<file path="src/rtl/csr_trap_unit.sv">
// Machine-mode CSR file and trap controller: CSR read-modify-write, 64-bit counters,
// prioritised interrupt entry and mret return through a RUN/SETTLE redirect FSM.
module csr_trap_unit #(
    parameter int unsigned XLEN         = 32,
    parameter int unsigned NUM_PLAT_IRQ = 4
) (
    input  logic                    clk,
    input  logic                    reset,
    input  logic [XLEN-1:0]         pc,
    input  logic                    csr_valid,
    input  logic [2:0]              func3,
    input  logic [11:0]             address,
    input  logic [XLEN-1:0]         wdata,
    input  logic                    is_mret,
    input  logic                    instr_retire,
    input  logic                    can_take,
    input  logic                    timer_irq,
    input  logic                    ext_irq,
    input  logic [NUM_PLAT_IRQ-1:0] plat_irq,
    output logic [XLEN-1:0]         rd_data,
    output logic                    illegal_csr,
    output logic                    excep_taken,
    output logic [XLEN-1:0]         excep_pc
);

    localparam int unsigned CW = 2 * XLEN;

    localparam logic [11:0] A_MSTATUS   = 12'h300;
    localparam logic [11:0] A_MIE       = 12'h304;
    localparam logic [11:0] A_MTVEC     = 12'h305;
    localparam logic [11:0] A_MSCRATCH  = 12'h340;
    localparam logic [11:0] A_MEPC      = 12'h341;
    localparam logic [11:0] A_MCAUSE    = 12'h342;
    localparam logic [11:0] A_MIP       = 12'h344;
    localparam logic [11:0] A_MCYCLE    = 12'hB00;
    localparam logic [11:0] A_MINSTRET  = 12'hB02;
    localparam logic [11:0] A_MCYCLEH   = 12'hB80;
    localparam logic [11:0] A_MINSTRETH = 12'hB82;

    localparam logic [XLEN-1:0] PLAT_MASK  = XLEN'(((1 << NUM_PLAT_IRQ) - 1) << 16);
    localparam logic [XLEN-1:0] MIE_MASK   = XLEN'(32'h0000_0888) | PLAT_MASK;
    localparam logic [XLEN-1:0] MTVEC_MASK = XLEN'(32'hFFFF_FFFD);
    localparam logic [XLEN-1:0] MEPC_MASK  = XLEN'(32'hFFFF_FFFC);

    typedef enum logic {RUN, SETTLE} state_e;

    state_e                  state_q, state_d;
    logic                    mstat_mie_q, mstat_mie_d;
    logic                    mstat_mpie_q, mstat_mpie_d;
    logic [XLEN-1:0]         mie_q, mie_d;
    logic [XLEN-1:0]         mtvec_q, mtvec_d;
    logic [XLEN-1:0]         mscratch_q, mscratch_d;
    logic [XLEN-1:0]         mepc_q, mepc_d;
    logic [XLEN-1:0]         mcause_q, mcause_d;
    logic                    msip_q, msip_d;
    logic                    timer_q, timer_d;
    logic                    ext_q, ext_d;
    logic [NUM_PLAT_IRQ-1:0] plat_q, plat_d;
    logic [CW-1:0]           mcycle_q, mcycle_d;
    logic [CW-1:0]           minstret_q, minstret_d;

    logic [XLEN-1:0] mstatus_rd, mip_rd, pend, old, wval, mtvec_base;
    logic            csr_impl, op_write, wr_en, take_mret, take_irq;
    logic [4:0]      irq_code;

    // Architectural views of the partially implemented registers
    always_comb begin
        mstatus_rd        = '0;
        mstatus_rd[12:11] = 2'b11;
        mstatus_rd[7]     = mstat_mpie_q;
        mstatus_rd[3]     = mstat_mie_q;
        mip_rd                     = '0;
        mip_rd[3]                  = msip_q;
        mip_rd[7]                  = timer_q;
        mip_rd[11]                 = ext_q;
        mip_rd[16 +: NUM_PLAT_IRQ] = plat_q;
    end

    always_comb begin
        old      = '0;
        csr_impl = 1'b1;
        case (address)
            A_MSTATUS:   old = mstatus_rd;
            A_MIE:       old = mie_q;
            A_MTVEC:     old = mtvec_q;
            A_MSCRATCH:  old = mscratch_q;
            A_MEPC:      old = mepc_q;
            A_MCAUSE:    old = mcause_q;
            A_MIP:       old = mip_rd;
            A_MCYCLE:    old = mcycle_q[XLEN-1:0];
            A_MCYCLEH:   old = mcycle_q[CW-1:XLEN];
            A_MINSTRET:  old = minstret_q[XLEN-1:0];
            A_MINSTRETH: old = minstret_q[CW-1:XLEN];
            default:     csr_impl = 1'b0;
        endcase
    end

    assign rd_data     = (csr_valid && csr_impl) ? old : '0;
    assign illegal_csr = csr_valid && !csr_impl;

    // Set/clear with a zero operand is a pure read
    always_comb begin
        op_write = 1'b0;
        wval     = wdata;
        case (func3)
            3'b001, 3'b101: op_write = 1'b1;
            3'b010, 3'b110: begin op_write = |wdata; wval = old | wdata;  end
            3'b011, 3'b111: begin op_write = |wdata; wval = old & ~wdata; end
            default: ;
        endcase
    end

    assign pend = mip_rd & mie_q;

    // Lowest platform line wins among platform interrupts, so scan downwards
    always_comb begin
        irq_code = '0;
        if (pend[11])     irq_code = 5'd11;
        else if (pend[3]) irq_code = 5'd3;
        else if (pend[7]) irq_code = 5'd7;
        else begin
            for (int i = int'(NUM_PLAT_IRQ) - 1; i >= 0; i--) begin
                if (pend[16+i]) irq_code = 5'(16 + i);
            end
        end
    end

    assign take_mret   = (state_q == RUN) && is_mret;
    assign take_irq    = (state_q == RUN) && !is_mret && mstat_mie_q && (|pend) && can_take;
    assign excep_taken = take_mret || take_irq;
    assign wr_en       = csr_valid && csr_impl && op_write && !excep_taken;
    assign mtvec_base  = {mtvec_q[XLEN-1:2], 2'b00};

    always_comb begin
        if (take_mret)       excep_pc = mepc_q;
        else if (mtvec_q[0]) excep_pc = mtvec_base + XLEN'({irq_code, 2'b00});
        else                 excep_pc = mtvec_base;
    end

    always_comb begin
        state_d      = excep_taken ? SETTLE : RUN;
        mstat_mie_d  = mstat_mie_q;
        mstat_mpie_d = mstat_mpie_q;
        mie_d        = mie_q;
        mtvec_d      = mtvec_q;
        mscratch_d   = mscratch_q;
        mepc_d       = mepc_q;
        mcause_d     = mcause_q;
        msip_d       = msip_q;
        timer_d      = timer_irq;
        ext_d        = ext_irq;
        plat_d       = plat_irq;
        mcycle_d     = mcycle_q + CW'(1);
        minstret_d   = (instr_retire && !excep_taken) ? minstret_q + CW'(1) : minstret_q;

        if (wr_en) begin
            case (address)
                A_MSTATUS:   begin mstat_mie_d = wval[3]; mstat_mpie_d = wval[7]; end
                A_MIE:       mie_d = wval & MIE_MASK;
                A_MTVEC:     mtvec_d = wval & MTVEC_MASK;
                A_MSCRATCH:  mscratch_d = wval;
                A_MEPC:      mepc_d = wval & MEPC_MASK;
                A_MCAUSE:    mcause_d = wval;
                A_MIP:       msip_d = wval[3];
                A_MCYCLE:    mcycle_d[XLEN-1:0] = wval;
                A_MCYCLEH:   mcycle_d[CW-1:XLEN] = wval;
                A_MINSTRET:  minstret_d[XLEN-1:0] = wval;
                A_MINSTRETH: minstret_d[CW-1:XLEN] = wval;
                default: ;
            endcase
        end

        if (take_mret) begin
            mstat_mie_d  = mstat_mpie_q;
            mstat_mpie_d = 1'b1;
        end else if (take_irq) begin
            mepc_d       = pc & MEPC_MASK;
            mcause_d     = {1'b1, {(XLEN-6){1'b0}}, irq_code};
            mstat_mpie_d = mstat_mie_q;
            mstat_mie_d  = 1'b0;
        end
    end

    always_ff @(posedge clk or negedge reset) begin
        if (!reset) begin
            state_q      <= RUN;
            mstat_mie_q  <= 1'b0;
            mstat_mpie_q <= 1'b0;
            mie_q        <= '0;
            mtvec_q      <= '0;
            mscratch_q   <= '0;
            mepc_q       <= '0;
            mcause_q     <= '0;
            msip_q       <= 1'b0;
            timer_q      <= 1'b0;
            ext_q        <= 1'b0;
            plat_q       <= '0;
            mcycle_q     <= '0;
            minstret_q   <= '0;
        end else begin
            state_q      <= state_d;
            mstat_mie_q  <= mstat_mie_d;
            mstat_mpie_q <= mstat_mpie_d;
            mie_q        <= mie_d;
            mtvec_q      <= mtvec_d;
            mscratch_q   <= mscratch_d;
            mepc_q       <= mepc_d;
            mcause_q     <= mcause_d;
            msip_q       <= msip_d;
            timer_q      <= timer_d;
            ext_q        <= ext_d;
            plat_q       <= plat_d;
            mcycle_q     <= mcycle_d;
            minstret_q   <= minstret_d;
        end
    end

endmodule

</file>
<file path="config.mk">
export PLATFORM = sky130hd
export DESIGN_NAME = csr_trap_unit
export DESIGN_NICKNAME = d
export VERILOG_FILES = /design/src/rtl/csr_trap_unit.sv
export SDC_FILE = /design/constraint.sdc
export NUM_CORES = 1
export LEC_CHECK = 0
export ABC_AREA = 1
export ABC_CLOCK_PERIOD_IN_PS = 6650
export BUFFER_PORTS_ARGS = -buffer_cell sky130_fd_sc_hd__buf_2
export CORE_ASPECT_RATIO = 0.7
export CORE_UTILIZATION = 45
export CTS_CLUSTER_SIZE = 24
export DETAILED_ROUTE_END_ITERATION = 6
export PLACE_DENSITY = 0.64
export SLEW_MARGIN = 0
export SYNTH_ARGS = -nofsm -noshare
export SYNTH_HDL_FRONTEND = slang
export SYNTH_SLANG_ARGS = --single-unit
</file>
<file path="constraint.sdc">
create_clock -name clk -period 6.65 [get_ports clk]
set_clock_uncertainty 0.05 [all_clocks]
set_input_delay 1.33 -clock clk [delete_from_list [all_inputs] [get_ports clk]]
set_output_delay 1.33 -clock clk [all_outputs]
set_load 0.01 [all_outputs]
</file>
## Yosys cells after proc, flatten, opt, wreduce, memory -nomap -nowiden

Index checks and enable logic that the tools add are counted.

- Register bits: 272
- Input bits: 91
- Word-level logic and storage cells: 105

- Bitwise logic cells: 5
- $add $sub $neg: 3
- Mux-type cells: 38
- Equality and inequality tests: 17
- Reductions and logical operators: 28

Operator list:

| operator | number |
|---|---|
| 32-bit 2-to-1 mux | 15 |
| 32-bit one-hot mux with 11 select lines | 1 |
| 64-bit 2-to-1 mux | 3 |
| 64-bit by 1-bit adder with 64-bit output (second input constant) | 2 |
| 12-bit by 10-bit == test with 1-bit output (second input constant) | 7 |
| 32-bit one-hot mux with 2 select lines | 1 |
| 32-bit OR reduction | 2 |
| 12-bit == test (second input constant) | 4 |
| 5-bit 2-to-1 mux | 7 |
| 32-bit by 7-bit adder with 32-bit output | 1 |
| 32-bit AND | 1 |
| 32-bit NOT | 1 |
| 32-bit OR | 1 |
| 20-bit AND | 1 |
| 11-bit OR reduction | 1 |
| 1-bit logical AND | 10 |
| 1-bit 2-to-1 mux | 10 |
| 2-bit AND reduction | 5 |
| 3-bit == test (second input constant) | 3 |
| 3-bit by 2-bit == test with 1-bit output (second input constant) | 2 |
| 3-bit nonzero test | 2 |
| 2-bit OR reduction | 3 |
| 4-bit OR reduction | 1 |
| 3-bit by 1-bit == test with 1-bit output (second input constant) | 1 |
| other kinds (4) | 6 |

## Depth between registers and ports, before layout

Gate-level depths: netlist of run 1.

- Depth after elaboration: 11
- Gate-level depth with buffers: 20
- Gate-level depth less buffers: 20

## Worst setup path before layout of run 1

OpenSTA, ideal clock, no wires.

- Path type: in2out
- Start point: in address[9]
- End point: out rd_data[9]
- Buffers on the path: 1
- Data required time: 5.270 ns
- Cell stages on the path: 9
- Arrival: 2.789 ns
- Setup slack: 2.481 ns
- Cells stage by stage: nand2_1 > nor2_1 > nand2_1 > nor2_1 > buf_2 > nand2_1 > o21ai_0 > nor2_1 > a21oi_1

- Word-level cells in the longest chain between the ends: 5
- Elaborated cells on any way between the ends: 16
- Classes of those cells: eq/ne: 11; mux: 3; reduce/logical: 2

RTL lines:

| what | line | source |
|---|---|---|
| start: declaration | 12 | `input logic [11:0] address,` |
| 12-bit == test or 12-bit by 10-bit == test with 1-bit output (tied branches) | 82 | `case (address)` |
| 11-bit OR reduction (no line) | - |  |
| 1-bit 2-to-1 mux | 82 |  |
| 1-bit logical AND | 98 | `assign rd_data = (csr_valid && csr_impl) ? old : '0;` |
| 32-bit 2-to-1 mux * | 98 |  |
| end: declaration | 20 | `output logic [XLEN-1:0] rd_data,` |

Mark *: on every way between the ends. The rest lies on a longest branch, timed or not.

## Worst setup path after layout of run 1

- Start point: in address[3]
- End point: out rd_data[31]

The elaborated chain is that of the path after synthesis.

==> results of run 1 <==
[power breakdown]
part / leakage [uW] / switching (uW) / internal (uW)
Clock: 0.000468 / 804 / 962
Combinational: 0.00633 / 639 / 267
Sequential: 0.00351 / 231 / 1830
[synth_stat cells, drive strengths merged (2+ instances only)]
cell    count
nand2     979
nor2      430
o21ai     323
inv       284
dfrtp     272
nand3     248
xor2       98
clkbuf     89
nor3       75
nand4      63
a21oi      48
xnor2      26
buf        21
a21boi     11
a31oi      11
nor4        9
ha          7
a22oi       6
nor3b       4
clkinv      2
nand3b      2
o211ai      2
[worst max-delay path, stage by stage]
cell,delay [ns]
sky130_fd_sc_hd__buf_2,0.11
sky130_fd_sc_hd__inv_2,0.06
sky130_fd_sc_hd__nand2_1,0.09
sky130_fd_sc_hd__nor2_2,0.09
sky130_fd_sc_hd__buf_4,0.40
sky130_fd_sc_hd__nand2_1,0.15
sky130_fd_sc_hd__nor2_2,0.67
sky130_fd_sc_hd__buf_4,0.32
sky130_fd_sc_hd__nand2_1,0.10
sky130_fd_sc_hd__o21ai_0,0.09
sky130_fd_sc_hd__nor2_1,0.09
sky130_fd_sc_hd__a21oi_1,0.33
sky130_fd_sc_hd__buf_2,0.21
[through the flow]
step / total power [uW] / util [%]
floorplan: 2470 / -
global placement: 2920 / 49.8
detailed placement: 2950 / 49.8
CTS: 4670 / 52.1
global route: 4860 / 52.1
finish: 4740 / 52.2
[logic make-up (layout without fill, tap and decap cells)]
kind of cell,count (synthesis),count (layout),synth area share (%)
other,0,1,0
flip-flops,272,272,35.6
AND/OR/NAND/NOR,1814,1814,39.2
XOR/XNOR,124,124,5.67
buffers and inverters,396,550,7.95
adder cells (fa/ha/maj),8,8,0.562
AO/OA/AOI/OAI,407,407,11.1
[final timing paths]
kind,endpoint,from,slack [ns],cells past startpoint
setup / recovery,rd_data[31],address[3],1.21,13
hold / removal,mscratch_q[5]$_DFFE_PN0P_,mscratch_q[5]$_DFFE_PN0P_,0.44,2
setup reg to reg,mcycle_q[45]$_DFF_PN0_,ext_q$_DFF_PN0_,2.99,13
hold reg to reg,mscratch_q[5]$_DFFE_PN0P_,mscratch_q[5]$_DFFE_PN0P_,0.44,2
max in group asynchronous,mcause_q[26]$_DFF_PN0_,reset,4.37,2
min in group asynchronous,mcycle_q[33]$_DFF_PN0_,reset,0.65,1
[metal layers]
metal	global-route usage, %	routed length, um	vias up	share of wire (%)
met5	2.09	151	-	0.15
met4	18.8	4880	6	5.0
met3	13.9	15300	276	16
met2	62.5	38700	1706	39
met1	62.6	39100	10600	40
li1	-	-	9960	-
[flip-flops by register name, indices dropped and copies added, names as in the netlist]
name,count
mcycle_q,64
minstret_q,64
mcause_q,32
mepc_q,32
mscratch_q,32
mtvec_q,31
mie_q,7
plat_q,4
ext_q,1
msip_q,1
mstat_mie_q,1
mstat_mpie_q,1
state_q,1
timer_q,1
[area by class of cell]
type,count,area (um2),share of cell area [%]
well taps,544,681,3.14
clock buffers,41,842,3.89
repair buffers,210,1220,5.62
multi-input cells,2353,10900,50.3
diodes,1,2.50,0.0116
clock inverters,13,139,0.642
inverters,286,1070,4.96
flip-flops and latches,272,6810,31.4
[cells in the final DEF (no fill, tap or decap), types with 6 or more instances in the layout]
| cell | Yosys | final |
|---|---|---|
| sky130_fd_sc_hd__clkbuf_1 | 89 | 6 |
| sky130_fd_sc_hd__clkbuf_16 | 0 | 30 |
| sky130_fd_sc_hd__a21boi_1 | 6 | 6 |
| sky130_fd_sc_hd__a21oi_1 | 48 | 42 |
| sky130_fd_sc_hd__buf_2 | 17 | 152 |
| sky130_fd_sc_hd__o21ai_1 | 85 | 85 |
| sky130_fd_sc_hd__ha_1 | 7 | 7 |
| sky130_fd_sc_hd__xnor2_1 | 26 | 26 |
| sky130_fd_sc_hd__nand3_1 | 246 | 246 |
| sky130_fd_sc_hd__nor3_1 | 75 | 75 |
| sky130_fd_sc_hd__o21ai_0 | 238 | 238 |
| sky130_fd_sc_hd__a31oi_1 | 11 | 11 |
| sky130_fd_sc_hd__buf_4 | 0 | 56 |
| sky130_fd_sc_hd__nor4_1 | 9 | 9 |
| sky130_fd_sc_hd__inv_2 | 13 | 13 |
| sky130_fd_sc_hd__nor2_2 | 13 | 15 |
| sky130_fd_sc_hd__xor2_1 | 98 | 98 |
| sky130_fd_sc_hd__a21oi_2 | 0 | 6 |
| sky130_fd_sc_hd__nor2_1 | 415 | 411 |
| sky130_fd_sc_hd__inv_1 | 271 | 271 |
| sky130_fd_sc_hd__dfrtp_1 | 272 | 272 |
| sky130_fd_sc_hd__nand4_1 | 62 | 62 |
| sky130_fd_sc_hd__nand2_1 | 979 | 977 |
==> impl_metrics.xml, run 1 <==
<?xml version="1.0" encoding="UTF-8"?>
<metrics>
  <group name="die">
    <metric name="dieArea" unit="um2">43400</metric>
    <metric name="io-pin-count" unit="">157</metric>
    <metric name="core-area" unit="um2">41500</metric>
    <metric name="die_x" unit="um">249</metric>
    <metric name="core_rows" unit="">62</metric>
    <metric name="start_util" unit="%">46.1</metric>
    <metric name="dieHeight" unit="um">175</metric>
  </group>
  <group name="placement">
    <metric name="gp_congestion" unit="">1.08</metric>
    <metric name="placement.setup.worst_slack" unit="ns">1.38</metric>
    <metric name="placed_cells_incl_taps" unit="">3665</metric>
    <metric name="io_buffers" unit="">153</metric>
    <metric name="place_area" unit="um2">20700</metric>
    <metric name="post-dp-hpwl" unit="um">74900</metric>
  </group>
  <group name="clock_tree">
    <metric name="cts_post_setup_buffers_inserted" unit="">0</metric>
    <metric name="clk-insertion-delay-late" unit="ns">0.63</metric>
    <metric name="cts_hold_buf" unit="">0</metric>
    <metric name="clk_pin_slew_worst_paths" unit="ns">0.07</metric>
    <metric name="cts_root_buf" unit="">sky130_fd_sc_hd__clkbuf_16</metric>
    <metric name="cts_inserted_buffers" unit="">30</metric>
    <metric name="post_cts.resized_instances" unit="">0</metric>
    <metric name="tritoncts" unit="">built</metric>
    <metric name="clk_path_buf_depth" unit="">3</metric>
    <metric name="ctsHtreeMaxLevel" unit="">1</metric>
    <metric name="tritoncts_num_sinks" unit="">272</metric>
  </group>
  <group name="timing">
    <metric name="grt_setup_unrepaired" unit="">false</metric>
    <metric name="timing.final.ws_setup" unit="ns">1.21</metric>
    <metric name="fin_tns_setup" unit="ns">0</metric>
    <metric name="max_slew.worst_pin.slew" unit="ns">1.43</metric>
    <metric name="finalSetupViolCount" unit="">0</metric>
    <metric name="post-route-min-period" unit="ns">5.44</metric>
    <metric name="hold_viol_final" unit="">0</metric>
    <metric name="relSlewSlack" unit="%">4.13</metric>
    <metric name="period_share" unit="%">81.8</metric>
    <metric name="slew_viol_final" unit="">0</metric>
    <metric name="fmax" unit="GHz">0.184</metric>
    <metric name="whs" unit="ns">0.440</metric>
  </group>
  <group name="detailed_routing">
    <metric name="detailed_router_iteration_count_before_antenna_repair" unit="">7</metric>
    <metric name="routed_via_count_divided_by_cell_count" unit="">6.06</metric>
    <metric name="drc" unit="">0</metric>
    <metric name="drt-wirelength-per-cell" unit="um">26.4</metric>
    <metric name="via_count" unit="">22600</metric>
    <metric name="drt-initial-drc-count" unit="">3660</metric>
    <metric name="route.antenna.remaining_nets" unit="">0</metric>
    <metric name="totalWireLength" unit="um">98100</metric>
  </group>
  <group name="synth">
    <metric name="syn-instance-count" unit="">3021</metric>
    <metric name="sequential_fraction_of_the_synthesis_area" unit="%">35.6</metric>
    <metric name="synth_seq_cells" unit="">272</metric>
    <metric name="synthesis.area" unit="um2">19100</metric>
    <metric name="proportion_of_netlist_area_held_by_the_largest_area_contributor" unit="%">35.6</metric>
    <metric name="synth_top_area_cell" unit="">sky130_fd_sc_hd__dfrtp_1</metric>
    <metric name="synth.avg_cell_area" unit="um2">6.34</metric>
    <metric name="synth.lib_cells_used.distinct" unit="">42</metric>
    <metric name="synthesis.yosys.warnings" unit="">0</metric>
    <metric name="async_reset_ff_share" unit="%">100</metric>
    <metric name="netlist_top_cells_area" unit="">sky130_fd_sc_hd__dfrtp_1 36%, sky130_fd_sc_hd__nand2_1 19%, sky130_fd_sc_hd__nor2_1 8.1%, sky130_fd_sc_hd__nand3_1 6.4%, sky130_fd_sc_hd__o21ai_0 6.2%</metric>
    <metric name="synth-edff-count" unit="">0</metric>
    <metric name="synth_top_flop_cell" unit="">sky130_fd_sc_hd__dfrtp_1</metric>
    <metric name="synth_fp_nets" unit="">3120</metric>
  </group>
  <group name="power_and_ir_drop">
    <metric name="power.density" unit="nW/um2">219</metric>
    <metric name="vdd_drop_max" unit="uV">219</metric>
    <metric name="power.leakage" unit="uW">0.0103</metric>
  </group>
  <group name="worst_setup_path">
    <metric name="worstSetupEndpointType" unit="">output port</metric>
    <metric name="required" unit="ns">5.27</metric>
    <metric name="setup.worst_path.class" unit="">input pin to output port</metric>
    <metric name="arrival" unit="ns">4.06</metric>
    <metric name="startpoint_type" unit="">input pin</metric>
    <metric name="critical_path_peak_fanout" unit="">27</metric>
  </group>
  <group name="grt">
    <metric name="vias_in_the_first_global_route" unit="">20400</metric>
    <metric name="grt_pass1_wl" unit="um">140000</metric>
    <metric name="grt_start_max_net_pins" unit="">148</metric>
    <metric name="antenna_violations_before_repair" unit="">2</metric>
    <metric name="globalRouteTotalUtil" unit="%">44.6</metric>
    <metric name="grt_overflow" unit="">0</metric>
  </group>
  <group name="layout">
    <metric name="fillCellCount" unit="">4306</metric>
    <metric name="final-instance-count-excl-fill" unit="">3720</metric>
    <metric name="final_design_area_no_fill" unit="um2">21600</metric>
    <metric name="flow.area_growth_from_synthesis" unit="%">13.1</metric>
    <metric name="drive_gt1_share" unit="%">9.67</metric>
    <metric name="final_net_count" unit="">3252</metric>
  </group>
  <group name="hold_path">
    <metric name="holdCritPathClass" unit="">register to register</metric>
  </group>
  <group name="job">
    <metric name="drv_cap" unit="">0</metric>
  </group>
  <group name="status">
    <metric name="run_status" unit="">completed</metric>
  </group>
</metrics>
Note: power is estimated with default switching activity, not from simulation.
==> run 2, diff against run 1 <==
ABC_AREA = 0   (was 1)
ABC_CLOCK_PERIOD_IN_PS = 4700   (was 6650)
PLACE_DENSITY = 0.66   (was 0.64)
clock period = 4.7 ns   (was 6.65 ns; I/O delays follow)
==> impl_metrics.xml, run 2 <==
<?xml version="1.0" encoding="UTF-8"?>
<metrics>
  <group name="clock_tree">
    <metric name="clk-insertion-delay-late" unit="ns">0.61</metric>
    <metric name="tritoncts" unit="">built</metric>
    <metric name="clk_path_buf_depth" unit="">3</metric>
    <metric name="tritoncts_num_sinks" unit="">272</metric>
    <metric name="cts_inserted_buffers" unit="">29</metric>
    <metric name="clk_pin_slew_worst_paths" unit="ns">0.06</metric>
    <metric name="ctsHtreeMaxLevel" unit="">1</metric>
    <metric name="cts_root_buf" unit="">sky130_fd_sc_hd__clkbuf_16</metric>
  </group>
  <group name="timing">
    <metric name="whs" unit="ns">0.286</metric>
    <metric name="fin_tns_setup" unit="ns">0</metric>
    <metric name="timing.final.ws_setup" unit="ns">0.135</metric>
    <metric name="period_share" unit="%">97.1</metric>
    <metric name="hold_viol_final" unit="">0</metric>
    <metric name="post-route-min-period" unit="ns">4.56</metric>
    <metric name="finalSetupViolCount" unit="">0</metric>
    <metric name="max_slew.worst_pin.slew" unit="ns">1.30</metric>
    <metric name="relSlewSlack" unit="%">10.9</metric>
    <metric name="slew_viol_final" unit="">0</metric>
    <metric name="fmax" unit="GHz">0.219</metric>
  </group>
  <group name="power_and_ir_drop">
    <metric name="vdd_drop_max" unit="uV">333</metric>
    <metric name="power.switching" unit="uW">1580</metric>
    <metric name="power.density" unit="nW/um2">276</metric>
    <metric name="power.leakage" unit="uW">0.00815</metric>
    <metric name="switching_share" unit="%">27.9</metric>
    <metric name="p_int" unit="uW">4080</metric>
    <metric name="seq_power_share" unit="%">44.7</metric>
    <metric name="comb_power_share" unit="%">10.3</metric>
    <metric name="power.share.clock" unit="%">45.0</metric>
  </group>
  <group name="layout">
    <metric name="final_common_cell" unit="">sky130_fd_sc_hd__dfrtp_1</metric>
    <metric name="post-route-util" unit="%">53.2</metric>
    <metric name="flow.area_growth_from_synthesis" unit="%">15.8</metric>
    <metric name="final_net_count" unit="">2234</metric>
    <metric name="drive_gt1_share" unit="%">18.0</metric>
    <metric name="final_cell_mix" unit="">272 x sky130_fd_sc_hd__dfrtp_1, 198 x sky130_fd_sc_hd__nor2_1, 167 x sky130_fd_sc_hd__nand2_1</metric>
    <metric name="layout_top_registers" unit="">mcycle_q x64, minstret_q x64</metric>
  </group>
  <group name="worst_setup_path">
    <metric name="setup.worst_path.class" unit="">register to output port</metric>
    <metric name="required" unit="ns">3.71</metric>
    <metric name="slowest_delay" unit="ns">0.41</metric>
    <metric name="crit_buf_inv" unit="">3</metric>
    <metric name="critPathSlowestCell" unit="">sky130_fd_sc_hd__dfrtp_1</metric>
    <metric name="worst_path_dominant_cell_family" unit="">compound AO/OA/AOI/OAI gates</metric>
    <metric name="worstPathCellList" unit="">a222oi_1, buf_4, nand2_1, ha_2, fa_2, a21oi_2, o21bai_2, a21oi_4, buf_4, nand3b_1, xnor2_1, o21ai_0, buf_2</metric>
    <metric name="critical_path_peak_fanout" unit="">5</metric>
    <metric name="cpMostUsedCell" unit="">sky130_fd_sc_hd__buf_4</metric>
    <metric name="startpoint_type" unit="">register</metric>
    <metric name="worstSetupEndpointType" unit="">output port</metric>
    <metric name="arrival" unit="ns">3.57</metric>
  </group>
  <group name="synth">
    <metric name="async_reset_ff_share" unit="%">100</metric>
    <metric name="yosys-top-cells-count" unit="">272 x sky130_fd_sc_hd__dfrtp_1, 198 x sky130_fd_sc_hd__nor2_1, 167 x sky130_fd_sc_hd__nand2_1</metric>
    <metric name="synth_top_flop_cell" unit="">sky130_fd_sc_hd__dfrtp_1</metric>
    <metric name="netlist_top_cells_area" unit="">sky130_fd_sc_hd__dfrtp_1 38%, sky130_fd_sc_hd__mux2i_1 6.2%, sky130_fd_sc_hd__xnor2_1 5.5%, sky130_fd_sc_hd__nor2_1 4.2%, sky130_fd_sc_hd__a21oi_1 3.6%</metric>
    <metric name="synthesis.yosys.warnings" unit="">0</metric>
    <metric name="synth.avg_cell_area" unit="um2">8.89</metric>
    <metric name="syn-instance-count" unit="">1994</metric>
    <metric name="synthMostInstantiatedCell" unit="">sky130_fd_sc_hd__dfrtp_1</metric>
    <metric name="proportion_of_netlist_area_held_by_the_largest_area_contributor" unit="%">38.4</metric>
    <metric name="synthesis.area" unit="um2">17700</metric>
    <metric name="synth_fp_nets" unit="">2093</metric>
    <metric name="synth_seq_cells" unit="">272</metric>
    <metric name="sequential_fraction_of_the_synthesis_area" unit="%">38.4</metric>
    <metric name="synth_top_area_cell" unit="">sky130_fd_sc_hd__dfrtp_1</metric>
    <metric name="synth.lib_cells_used.distinct" unit="">101</metric>
    <metric name="synth-edff-count" unit="">0</metric>
  </group>
  <group name="grt">
    <metric name="globalRouteTotalUtil" unit="%">38.4</metric>
    <metric name="grt_overflow" unit="">0</metric>
    <metric name="antenna_violations_before_repair" unit="">3</metric>
    <metric name="grt_pass1_wl" unit="um">113000</metric>
    <metric name="vias_in_the_first_global_route" unit="">16800</metric>
    <metric name="grt_start_max_net_pins" unit="">79</metric>
  </group>
  <group name="detailed_routing">
    <metric name="route.antenna.remaining_nets" unit="">0</metric>
    <metric name="detailed_router_iteration_count_before_antenna_repair" unit="">7</metric>
    <metric name="routed_via_count_divided_by_cell_count" unit="">6.77</metric>
    <metric name="drc" unit="">4</metric>
    <metric name="totalWireLength" unit="um">78400</metric>
    <metric name="drt-initial-drc-count" unit="">2575</metric>
    <metric name="via_count" unit="">18200</metric>
    <metric name="drt-wirelength-per-cell" unit="um">29.2</metric>
  </group>
  <group name="die">
    <metric name="io-pin-count" unit="">157</metric>
    <metric name="core_rows" unit="">60</metric>
    <metric name="dieHeight" unit="um">168</metric>
    <metric name="die_x" unit="um">239</metric>
    <metric name="start_util" unit="%">45.9</metric>
    <metric name="core-area" unit="um2">38600</metric>
    <metric name="dieArea" unit="um2">40200</metric>
  </group>
  <group name="placement">
    <metric name="gp_congestion" unit="">1.08</metric>
    <metric name="placement.setup.worst_slack" unit="ns">0.388</metric>
    <metric name="post-dp-hpwl" unit="um">58200</metric>
    <metric name="io_buffers" unit="">153</metric>
  </group>
  <group name="status">
    <metric name="run_status" unit="">finished, violations left</metric>
    <metric name="violations" unit="">DRC</metric>
  </group>
  <group name="job">
    <metric name="drv_cap" unit="">0</metric>
  </group>
  <group name="hold_path">
    <metric name="holdCritPathClass" unit="">input pin to async pin</metric>
  </group>
</metrics>
[run 2: metrics by stage]
| step | instance area, um2 | cells | power [uW] |
|---|---|---|---|
| 6_report | 20500 | 2685 | 5650 |
| 5_1_grt | 20500 | 2682 | 5790 |
| 4_1_cts | 20400 | 2680 | 5640 |
| 3_5_place_dp | 19400 | 2628 | 3130 |
| 3_3_place_gp | 19400 | 2628 | 3120 |
| 2_1_floorplan | 17700 | 1994 | 2800 |
[run 2: repair_timing]
action / CTS / global route
pin swaps: 1 / 5
setup endpoints to repair: 16 / 16
gates cloned: 0 / 1
resized for setup: 4 / 19
buffers inserted: 1 / 1
hold buffers: 0 / 0
[run 2: worst paths after layout]
kind,to,slack [ns],startpoint,cells past startpoint
hold / removal,minstret_q[3]$_DFF_PN0_,0.29,reset,1
setup reg to reg,mcycle_q[0]$_DFF_PN0_,1.58,ext_q$_DFF_PN0_,10
hold reg to reg,mscratch_q[30]$_DFFE_PN0P_,0.48,mscratch_q[30]$_DFFE_PN0P_,2
max in group asynchronous,mcycle_q[32]$_DFF_PN0_,3.34,reset,2
setup / recovery,excep_pc[12],0.14,ext_q$_DFF_PN0_,13
min in group clk,ext_q$_DFF_PN0_,0.42,ext_irq,1
[run 2: power groups by stage]
stage          sequential, uW  combinational, uW  clock [uW]
6_report                 2530                583        2540
3_5_place_dp             2560                565           0
3_3_place_gp             2560                554           0
5_1_grt                  2530                614        2650
4_1_cts                  2520                565        2560
2_1_floorplan            2510                287           0
[run 2: cells by family (layout without fill, tap and decap cells)]
family                     after synthesis  in the layout  synth area share, %
buffers and inverters                  189            350                 4.88
and+or+nand+nor                        766            766                 22.7
xor gates and xnor gates               136            136                 6.72
muxes                                  119            119                 6.79
DFF                                    272            272                 38.4
AOI/OAI and AO/OA                      504            504                 19.9
other                                    0              3                    0
adders and majority gates                8              8                0.607
[run 2: layout make-up]
| class | instances | area (um2) |
|---|---|---|
| antenna | 3 | 7.51 |
| clock buffer | 36 | 802 |
| clock inverter | 15 | 213 |
| fill | 3629 | 18100 |
| inverter | 49 | 184 |
| multi-input combinational | 1533 | 10200 |
| sequential | 272 | 6810 |
| tap | 527 | 659 |
| timing repair buffer | 250 | 1660 |
[run 2: layer usage]
metal,part of all wire (%),routed length [um],vias up,global-route usage [%]
met5,0.025,20,-,0
met4,4.0,3170,4,14.8
met3,13,10500,228,9.90
met2,42,33100,1252,55.5
met1,40,31600,8962,54.6
li1,-,-,7731,-
